--- src/rtl/ahb_pkg.sv ---
// rtl/ahb_pkg.sv - shared AHB encodings and error-response FSM states for the AHB-to-APB bridge
package ahb_pkg;

    localparam logic [1:0] HTRANS_IDLE   = 2'b00;
    localparam logic [1:0] HTRANS_BUSY   = 2'b01;
    localparam logic [1:0] HTRANS_NONSEQ = 2'b10;
    localparam logic [1:0] HTRANS_SEQ    = 2'b11;

    localparam logic [1:0] HRESP_OKAY  = 2'b00;
    localparam logic [1:0] HRESP_ERROR = 2'b01;

    typedef enum logic [1:0] {
        ST_OKAY,
        ST_ERR1,
        ST_ERR2
    } err_state_e;

    function automatic logic trans_active(input logic [1:0] htrans);
        logic act;
        case (htrans)
            HTRANS_IDLE, HTRANS_BUSY:  act = 1'b0;
            HTRANS_NONSEQ, HTRANS_SEQ: act = 1'b1;
            default:                   act = 1'b0;
        endcase
        return act;
    endfunction

endpackage

--- src/rtl/ahb_addr_decode.sv ---
// rtl/ahb_addr_decode.sv - combinational region decode plus size/alignment legality check
module ahb_addr_decode #(
    parameter int                ADDR_W      = 32,
    parameter int                DATA_W      = 32,
    parameter int                NUM_SEL     = 3,
    parameter logic [ADDR_W-1:0] BASE_ADDR   = 32'h8000_0000,
    parameter logic [ADDR_W-1:0] REGION_SIZE = 32'h0400_0000
) (
    input  logic [ADDR_W-1:0]  haddr,
    input  logic [2:0]         hsize,
    output logic [NUM_SEL-1:0] sel,
    output logic               mapped,
    output logic               legal
);

    localparam int RS_LOG2  = $clog2(REGION_SIZE);
    localparam int SEL_W    = (NUM_SEL > 1) ? $clog2(NUM_SEL) : 1;
    localparam int MAX_SIZE = $clog2(DATA_W / 8);

    logic [ADDR_W-1:0] offset;
    logic [ADDR_W-1:0] region;
    logic              above_base;

    always_comb begin
        above_base = (haddr >= BASE_ADDR);
        offset     = haddr - BASE_ADDR;
        // Regions are power-of-two sized, so the index is a plain shift of the offset.
        region     = offset >> RS_LOG2;
        mapped     = above_base && (region < ADDR_W'(NUM_SEL));
        sel        = '0;
        if (mapped) begin
            sel[region[SEL_W-1:0]] = 1'b1;
        end
        legal = (int'(hsize) <= MAX_SIZE) &&
                ((haddr & ~({ADDR_W{1'b1}} << hsize)) == '0);
    end

endmodule

--- src/rtl/ahb_slave_pipe.sv ---
// rtl/ahb_slave_pipe.sv - AHB slave front-end: transfer qualification, error response, addr/data pipeline
module ahb_slave_pipe
    import ahb_pkg::*;
#(
    parameter int                ADDR_W      = 32,
    parameter int                DATA_W      = 32,
    parameter int                NUM_SEL     = 3,
    parameter logic [ADDR_W-1:0] BASE_ADDR   = 32'h8000_0000,
    parameter logic [ADDR_W-1:0] REGION_SIZE = 32'h0400_0000,
    parameter int                PIPE_DEPTH  = 3
) (
    input  logic                         HCLK,
    input  logic                         HRESETn,
    input  logic [ADDR_W-1:0]            HADDR,
    input  logic [DATA_W-1:0]            HWDATA,
    input  logic [1:0]                   HTRANS,
    input  logic                         HWRITE,
    input  logic [2:0]                   HSIZE,
    input  logic                         HREADYin,
    input  logic [DATA_W-1:0]            PRDATA,
    input  logic                         apb_stall,
    output logic [DATA_W-1:0]            HRDATA,
    output logic                         HREADYout,
    output logic [1:0]                   HRESP,
    output logic                         valid,
    output logic [NUM_SEL-1:0]           TEMP_SEL,
    output logic [NUM_SEL-1:0]           sel_reg,
    output logic                         HWRITEreg,
    output logic [PIPE_DEPTH*ADDR_W-1:0] haddr_pipe,
    output logic [PIPE_DEPTH*DATA_W-1:0] hwdata_pipe
);

    err_state_e state, state_nxt;
    logic       mapped, legal, acc, err_trig;
    logic       wr_pend;

    ahb_addr_decode #(
        .ADDR_W      (ADDR_W),
        .DATA_W      (DATA_W),
        .NUM_SEL     (NUM_SEL),
        .BASE_ADDR   (BASE_ADDR),
        .REGION_SIZE (REGION_SIZE)
    ) u_decode (
        .haddr  (HADDR),
        .hsize  (HSIZE),
        .sel    (TEMP_SEL),
        .mapped (mapped),
        .legal  (legal)
    );

    always_comb begin
        acc      = HRESETn && HREADYin && trans_active(HTRANS) && (state == ST_OKAY);
        valid    = acc && mapped && legal;
        err_trig = acc && !(mapped && legal);
        HRDATA   = PRDATA;
    end

    always_ff @(posedge HCLK or negedge HRESETn) begin
        if (!HRESETn) begin
            state <= ST_OKAY;
        end else begin
            state <= state_nxt;
        end
    end

    // The error sequence owns HREADYout; apb_stall only matters in OKAY.
    always_comb begin
        state_nxt = state;
        HREADYout = ~apb_stall;
        HRESP     = HRESP_OKAY;
        case (state)
            ST_OKAY: begin
                if (err_trig) begin
                    state_nxt = ST_ERR1;
                end
            end
            ST_ERR1: begin
                HREADYout = 1'b0;
                HRESP     = HRESP_ERROR;
                state_nxt = ST_ERR2;
            end
            ST_ERR2: begin
                HREADYout = 1'b1;
                HRESP     = HRESP_ERROR;
                state_nxt = ST_OKAY;
            end
            default: state_nxt = ST_OKAY;
        endcase
        if (!HRESETn) begin
            HREADYout = 1'b1;
            HRESP     = HRESP_OKAY;
        end
    end

    // wr_pend marks that the next HREADYin edge completes a write data phase.
    always_ff @(posedge HCLK or negedge HRESETn) begin
        if (!HRESETn) begin
            haddr_pipe  <= '0;
            hwdata_pipe <= '0;
            sel_reg     <= '0;
            HWRITEreg   <= 1'b0;
            wr_pend     <= 1'b0;
        end else if (HREADYin) begin
            for (int k = PIPE_DEPTH - 1; k > 0; k--) begin
                haddr_pipe[k*ADDR_W +: ADDR_W]  <= haddr_pipe[(k-1)*ADDR_W +: ADDR_W];
                hwdata_pipe[k*DATA_W +: DATA_W] <= hwdata_pipe[(k-1)*DATA_W +: DATA_W];
            end
            if (valid) begin
                haddr_pipe[ADDR_W-1:0] <= HADDR;
                sel_reg                <= TEMP_SEL;
                HWRITEreg              <= HWRITE;
            end
            if (wr_pend) begin
                hwdata_pipe[DATA_W-1:0] <= HWDATA;
            end
            wr_pend <= valid && HWRITE;
        end
    end

endmodule

--- config.mk ---
export PLATFORM = sky130hd
export DESIGN_NAME = ahb_slave_pipe
export DESIGN_NICKNAME = d
export VERILOG_FILES = /design/src/rtl/ahb_pkg.sv /design/src/rtl/ahb_addr_decode.sv /design/src/rtl/ahb_slave_pipe.sv
export SDC_FILE = /design/constraint.sdc
export NUM_CORES = 1
export LEC_CHECK = 0
export ABC_AREA = 1
export BUFFER_PORTS_ARGS = -buffer_cell sky130_fd_sc_hd__buf_2
export CAP_MARGIN = 20
export CORE_ASPECT_RATIO = 1.5
export CORE_MARGIN = 2
export CORE_UTILIZATION = 40
export CTS_CLUSTER_SIZE = 25
export DETAILED_ROUTE_END_ITERATION = 6
export PLACE_DENSITY = 0.72
export SLEW_MARGIN = 30
export SYNTH_ARGS = -nofsm -noshare
export SYNTH_HDL_FRONTEND = slang
export SYNTH_SLANG_ARGS = --single-unit
--- constraint.sdc ---
create_clock -name HCLK -period 1.4 [get_ports HCLK]
set_input_delay 0.14 -clock HCLK [delete_from_list [all_inputs] [get_ports HCLK]]
set_output_delay 0.14 -clock HCLK [all_outputs]
set_load 0.05 [all_outputs]
==> results of run 1 <==
how the worst min path moves through the flow:
stage,startpoint,endpoint,slack [ns],depth (start not counted)
CTS,HADDR[27],haddr_pipe[27]$_DFFE_PN0P_,0.01,3
global placement,HRESETn,sel_reg[2]$_DFFE_PN0P_,0.26,2
floorplan,HRESETn,HWRITEreg$_DFFE_PN0P_,-0.16,0
global route,HADDR[27],haddr_pipe[27]$_DFFE_PN0P_,0.03,3
detailed placement,HRESETn,sel_reg[2]$_DFFE_PN0P_,0.26,2
finish,HADDR[27],haddr_pipe[27]$_DFFE_PN0P_,0.02,3
timing repair:
item,4_1_cts,5_1_grt
endpoints found under the hold margin,260,0
endpoints found under the setup margin,39,41
gates resized for setup,17,7
setup buffers,3,2
cloned,4,0
hold buffers,61,0
pin swaps,2,2
cells by family (layout without fill, tap and decap cells):
family | Yosys count | in the layout | share of synthesized area (%)
flops | 199 | 199 | 63.82
buf+inv | 149 | 473 | 9.445
compound gates | 131 | 131 | 8.435
other cells | 1 | 1 | 0.04806
fa+ha+maj | 4 | 4 | 0.6415
mux | 33 | 33 | 4.763
simple gates | 252 | 252 | 12.84
where the power goes:
part | internal, mW | switching (mW) | total (mW)
registers | 6.21 | 0.266 | 6.47
logic | 1.01 | 2.60 | 3.60
clock network | 3.09 | 2.03 | 5.13
stage by stage:
step	total power [mW]	worst slack (ns)	TNS, ns	hold WS, ns
CTS	15.31	-0.2916	-6.043	0.01431
floorplan	9.172	-0.2043	-0.2241	-0.1556
global route	15.85	-0.3549	-11.48	0.02958
finish	15.20	-0.2518	-7.486	0.02045
detailed placement	9.974	-0.05358	-0.9304	0.2579
global placement	9.914	-0.009092	-0.01735	0.2555
Yosys cell counts:
cell	number
a21oi_1	64
buf_2	22
buf_4	34
buf_6	3
clkbuf_1	11
conb_1	1
dfrtp_1	199
ha_1	4
inv_1	78
inv_2	1
mux2_2	33
nand2_1	172
nand2_4	1
nand3_1	3
nand4_4	1
nor2_1	71
nor2_2	1
nor2_4	1
nor2_8	1
nor3_1	1
o211ai_1	1
o21ai_0	66
tightest hold or removal path: stages:
cell     delay (ns)
buf_2          0.12
inv_1          0.08
o21ai_1        0.07
cell type report:
type	instances	area share [%]
inverters	79	2.762
clock buffers	20	4.347
multi-input cells	421	19.75
clock inverters	9	1.398
well taps	256	2.983
repair buffers	365	22.38
flip-flops and latches	199	46.38
per-layer routing:
layer | share of wire, % | global-route usage (%) | routed length (microns) | up-vias
met4 | 6.3 | 13.96 | 1280 | 0
met2 | 53 | 35.47 | 10770 | 221
met5 | 0 | 0 | 0 | -
met1 | 36 | 20.68 | 7272 | 2946
li1 | - | - | - | 3016
met3 | 5.5 | 4.961 | 1126 | 78
==> key figures, run 1 <==
Setup path
  • CP required: 1.26 ns
  • Top delay family on crit path: flip-flops
  • Reg2reg start: state[0]$_DFFE_PN0P_
  • Crit. End Element: primary output
  • Crit path kind: reg2out
  • Crit path launch: state[0]$_DFFE_PN0P_
  • CP Max Fanout: 2
  • Worst Setup Start Kind: flop
  • Worst stage delay on the critical path: 0.38 ns
  • Worst path depth: 7
  • FF-to-FF path depth: 11
  • Flop2flop setup slack: -0.23 ns
  • Worst path slowest cell: dfrtp_1
  • CP Data Arrival Time: 1.51 ns
  • CP cell instances: inv_2, ha_4, nand2_4, nor2_4, inv_2, nor2_8, buf_8
  • Most frequent CP cell: inv_2
  • RR Endpoint: haddr_pipe[25]$_DFFE_PN0P_
  • Worst path bufs/invs: 3
  • Crit path capture: valid

GRT
  • Global route overflow: 0
  • First-pass GRT wire length: 32220 microns
  • Initial antenna violation count: 0
  • Largest net degree at the start of global routing: 123
  • Vias in the first global route: 6257
  • Total GRT Usage: 20.04%

Logic synthesis
  • Yosys warnings: 0
  • Top-area cell type share of the netlist area: 63.82%
  • Mapped Nets: 879
  • Largest area contributor in the netlist: dfrtp_1
  • Most area-consuming cells after synthesis: dfrtp_1, nand2_1, mux2_2
  • Cells after Synth: 769
  • Flops & latches, synth: 199
  • Sequential fraction of the synthesis area: 63.82%
  • Yosys cell types: 22
  • Mean Syn Cell Area: 10.15 sq um
  • Cell area after synthesis: 7802 sq um

Clocking
  • H-tree depth: 4
  • Sink Count: 199
  • Worst skew pair latency: 0.43 ns
  • TritonCTS Buffers: 17
  • CTS root buffer: clkbuf_16
  • Clock Path Buffers: 2
  • Clk slew on worst S/H paths: 0.07 ns
  • TritonCTS clock tree: done

Die
  • Ports: 341
  • Die X: 118.0 microns
  • Die ar.: 20660 sq um
  • # rows: 62
  • Starting Density: 40.72%
  • Core Box Area: 19160 sq um
  • Die H: 175.1 microns

Timing
  • F_max: 605.4 MHz
  • Slew Viols, Final: 0
  • Finish-stage setup viols: 40
  • Slew @ Worst Pin: 0.6253 ns
  • Max Clock Skew: 0.008263 ns
  • Slew headroom: 58.31%
  • Final hold violation count: 0
  • Fin crit share: 118.0%
  • Setup ws final: -0.2518 ns
  • RSZ-0062 raised after global routing: yes
  • Minimum clock period: 1.652 ns

Power
  • Peak supply drop: 0.0008521 V
  • Cell Pwr Density: 1416 nW/um^2
  • Leakage: 5.733 nW

Routing
  • Final WL: 20450 microns
  • Vias per std cell: 4.641
  • Residual DRC: 0
  • DR pass1 iterations: 4
  • Post-DR wirelength/cell: 15.16 microns
  • Routed via count: 6261
  • First DRT Iteration DRCs: 324
  • Post-route ant nets: 0

Placed design
  • IO Port Bufs: 274
  • DP HPWL: 13880 microns
  • Routability cong.: 0.8042
  • Post-Place Cells: 1251
  • Placed cell area: 9331 sq um

Min path
  • Worst Hold Class: in2reg

Flow run
  • MaxCap Viol Count: 0

Finish
  • Fin area: 10740 sq um
  • Commonest non-fill, non-tap cells in the layout: buf_2, dfrtp_1, nand2_1
  • Sequential cell area: 4980 sq um
  • Final std cells w/o fill: 1349
  • Ant diodes: 0
  • Final Core Density: 56.03%
  • Multi-input gate area: 2121 sq um
  • Nets: 1193
  • Fillers: 1632
  • Share of layout cells above drive strength 1: 34.68%
  • Most common cell after layout, fill and taps aside: buf_2
  • Syn-to-layout area delta: 37.60%

Run status
  • Failing checks: negative setup slack
  • Status: finished with violations
Note: power is estimated with default switching activity, not from simulation.
==> run 2, diff against run 1 <==
CELL_PAD_IN_SITES_DETAIL_PLACEMENT = 1   (was default)
CELL_PAD_IN_SITES_GLOBAL_PLACEMENT = 1   (was default)
CORE_UTILIZATION = 31   (was 40)
==> run 2 against run 1 <==
Register-to-register slack lost 0.03 ns. Critical endpoint unchanged. Largest power group unchanged. Core utilization decreased by 12 points. Clock skew up 0.0042 ns. Setup slack got worse by 0.058 ns. Flip-flop and latch count stayed put. Non-clock buffer count rose by 5. The flow still finishes with violations (negative setup slack). Routed wire length increased by 16%. Cell count rose by 5.9%.
==> key figures, run 2 (synthesis gave the netlist of run 1 again) <==
Run status
  • Status: finished with violations
  • Failing checks: negative setup slack

Timing
  • Minimum clock period: 1.710 ns (+0.05811 ns)
  • Setup ws final: -0.3099 ns (-0.05811 ns)
  • RSZ-0062 raised after global routing: yes
  • Finish-stage setup viols: 40 (unchanged)
  • Slew headroom: 57.47% (-0.84 points)
  • Fin Hold WS: 0.05824 ns (+0.03779 ns)
  • Fin crit share: 122.1% (+4.2 points)
  • Final hold violation count: 0 (unchanged)
  • Max Clock Skew: 0.01243 ns (+0.004165 ns)
  • Slew @ Worst Pin: 0.6380 ns (+0.01267 ns)
  • Slew Viols, Final: 0 (unchanged)
  • Setup TNS: -8.502 ns (-1.016 ns)
  • F_max: 584.8 MHz (-3.4%)

GRT
  • First-pass GRT wire length: 35790 microns (+11%)
  • Global route overflow: 0 (unchanged)
  • Total GRT Usage: 17.71% (-2.3 points)
  • Vias in the first global route: 6641 (+6.1%)
  • Initial antenna violation count: 1 (+1)
  • Largest net degree at the start of global routing: 114 (-7.3%)

Setup path
  • Crit path launch: state[0]$_DFFE_PN0P_
  • Crit. End Element: primary output
  • RR Endpoint: haddr_pipe[22]$_DFFE_PN0P_
  • Flop2flop setup slack: -0.26 ns (-0.03 ns)
  • Reg2reg start: state[0]$_DFFE_PN0P_
  • FF-to-FF path depth: 10 (-1)
  • CP required: 1.26 ns (about the same)
  • CP Max Fanout: 2 (unchanged)
  • Worst Setup Start Kind: flop
  • Crit path kind: reg2out
  • CP Data Arrival Time: 1.57 ns (+0.06 ns)

Placed design
  • Routability cong.: 0.7831 (-2.6%)
  • Worst slack, placed: -0.06959 ns (-0.01601 ns)
  • DP HPWL: 16010 microns (+15%)
  • IO Port Bufs: 274 (unchanged)

Min path
  • Worst Hold Class: in2reg
  • Hold_sp: HADDR[27]
  • Hold Path Depth: 5 (+2)
  • Hold path endpoint: sel_reg[0]$_DFFE_PN0P_

Finish
  • Fillers: 2908 (+78%)
  • Ant diodes: 0 (unchanged)
  • Commonest non-fill, non-tap cells in the layout: buf_2, dfrtp_1, nand2_1
  • Most common cell after layout, fill and taps aside: buf_2
  • Multi-input gate area: 2176 sq um (+2.6%)
  • Syn-to-layout area delta: 39.62%
  • Final Core Density: 43.80% (-12 points)
  • Sequential cell area: 4980 sq um (unchanged)
  • Nets: 1198 (+0.42%)
  • Share of layout cells above drive strength 1: 36.82% (+2.1 points)

Power
  • Clock Power Share: 31.9% (-1.8 points)
  • Switching power of the nets: 5.089 mW (+3.9%)
  • Peak supply drop: 0.0008951 V (+5.0%)
  • Sw frac: 34.09% (+1.9 points)
  • Internal: 9.841 mW (-4.5%)
  • Leakage: 5.746 nW (+0.23%)
  • Comb power frac: 24.6% (+0.9 points)
  • Cell Pwr Density: 1370 nW/um^2 (-3.2%)
  • Share of power burned in registers: 43.4% (+0.8 points)

Routing
  • Vias per std cell: 4.437 (-4.4%)
  • Post-DR wirelength/cell: 16.59 microns (+9.5%)
  • Final WL: 23690 microns (+16%)
  • Residual DRC: 0 (unchanged)
  • DR pass1 iterations: 4 (unchanged)
  • Routed via count: 6336 (+1.2%)
  • First DRT Iteration DRCs: 214 (-34%)
  • Post-route ant nets: 0 (unchanged)

Die
  • # rows: 71 (+15%)
  • Die X: 133.5 microns (+13%)
  • Die ar.: 26480 sq um (+28%)
  • Die H: 198.3 microns (+13%)
  • Ports: 341 (unchanged)
  • Starting Density: 31.37% (-9.4 points)
  • Core Box Area: 24870 sq um (+30%)

Clocking
  • Worst skew pair latency: 0.45 ns (+0.02 ns)
  • Clock Path Buffers: 2 (unchanged)
  • CTS root buffer: clkbuf_16
  • Sink Count: 199 (unchanged)
  • Clk slew on worst S/H paths: 0.07 ns (about the same)
  • TritonCTS Buffers: 17 (unchanged)
  • H-tree depth: 4 (unchanged)
  • TritonCTS clock tree: done

Flow run
  • MaxCap Viol Count: 0 (unchanged)
-- run 2: worst max-delay path by stage --
stage / end / slack (ns) / depth (start not counted)
3_3_place_gp: haddr_pipe[1]$_DFFE_PN0P_ / -0.05 / 9
2_1_floorplan: HREADYout / -0.20 / 3
3_5_place_dp: haddr_pipe[1]$_DFFE_PN0P_ / -0.07 / 9
4_1_cts: valid / -0.36 / 7
5_1_grt: HREADYout / -0.39 / 6
6_report: valid / -0.31 / 7
-- run 2: final cells by class --
type | count | share of cell area (%)
Clock inverter | 12 | 1.194
Tap cell | 328 | 3.767
Clock buffer | 19 | 3.974
Inverter | 79 | 2.722
Multi-Input combinational cell | 421 | 19.97
Sequential cell | 199 | 45.71
Timing Repair Buffer | 370 | 22.66
-- run 2: per-layer routing --
layer	part of all wire, %	global-route usage, %	vias up
met4	6.0	12.65	2
met3	4.6	3.431	83
li1	-	-	3004
met5	0.055	0	-
met1	36	18.20	3063
met2	54	32.02	184
-- run 2: stage by stage --
step	cell area, sq um	total power, mW	std cells
floorplan	7826	9.172	769
global placement	9452	9.941	1327
detailed placement	9452	10.04	1327
CTS	10690	15.13	1422
global route	10890	15.63	1428
finish	10890	14.93	1428
-- run 2: worst max-delay path, cell delays in order, from the launching register on --
cell     delay (ns)
dfrtp_1        0.39
inv_2          0.09
ha_4           0.15
nand2_4        0.05
nor2_4         0.08
inv_2          0.07
nor2_8         0.12
buf_8          0.16
-- run 2: power groups by stage --
| stage | clock network [mW] | logic, mW | registers [mW] |
|---|---|---|---|
| CTS | 4.98 | 3.67 | 6.47 |
| finish | 4.77 | 3.68 | 6.48 |
| global placement | 0 | 3.38 | 6.56 |
| global route | 5.18 | 3.92 | 6.54 |
| floorplan | 0 | 1.07 | 8.10 |
| detailed placement | 0 | 3.46 | 6.58 |
-- run 2: repair_timing --
item	CTS	global route
resized for setup	15	39
gates cloned	1	4
endpoints found under the hold margin	259	0
setup endpoints to repair	39	44
setup buffers	3	3
pin swaps	4	0
hold buffers	60	0
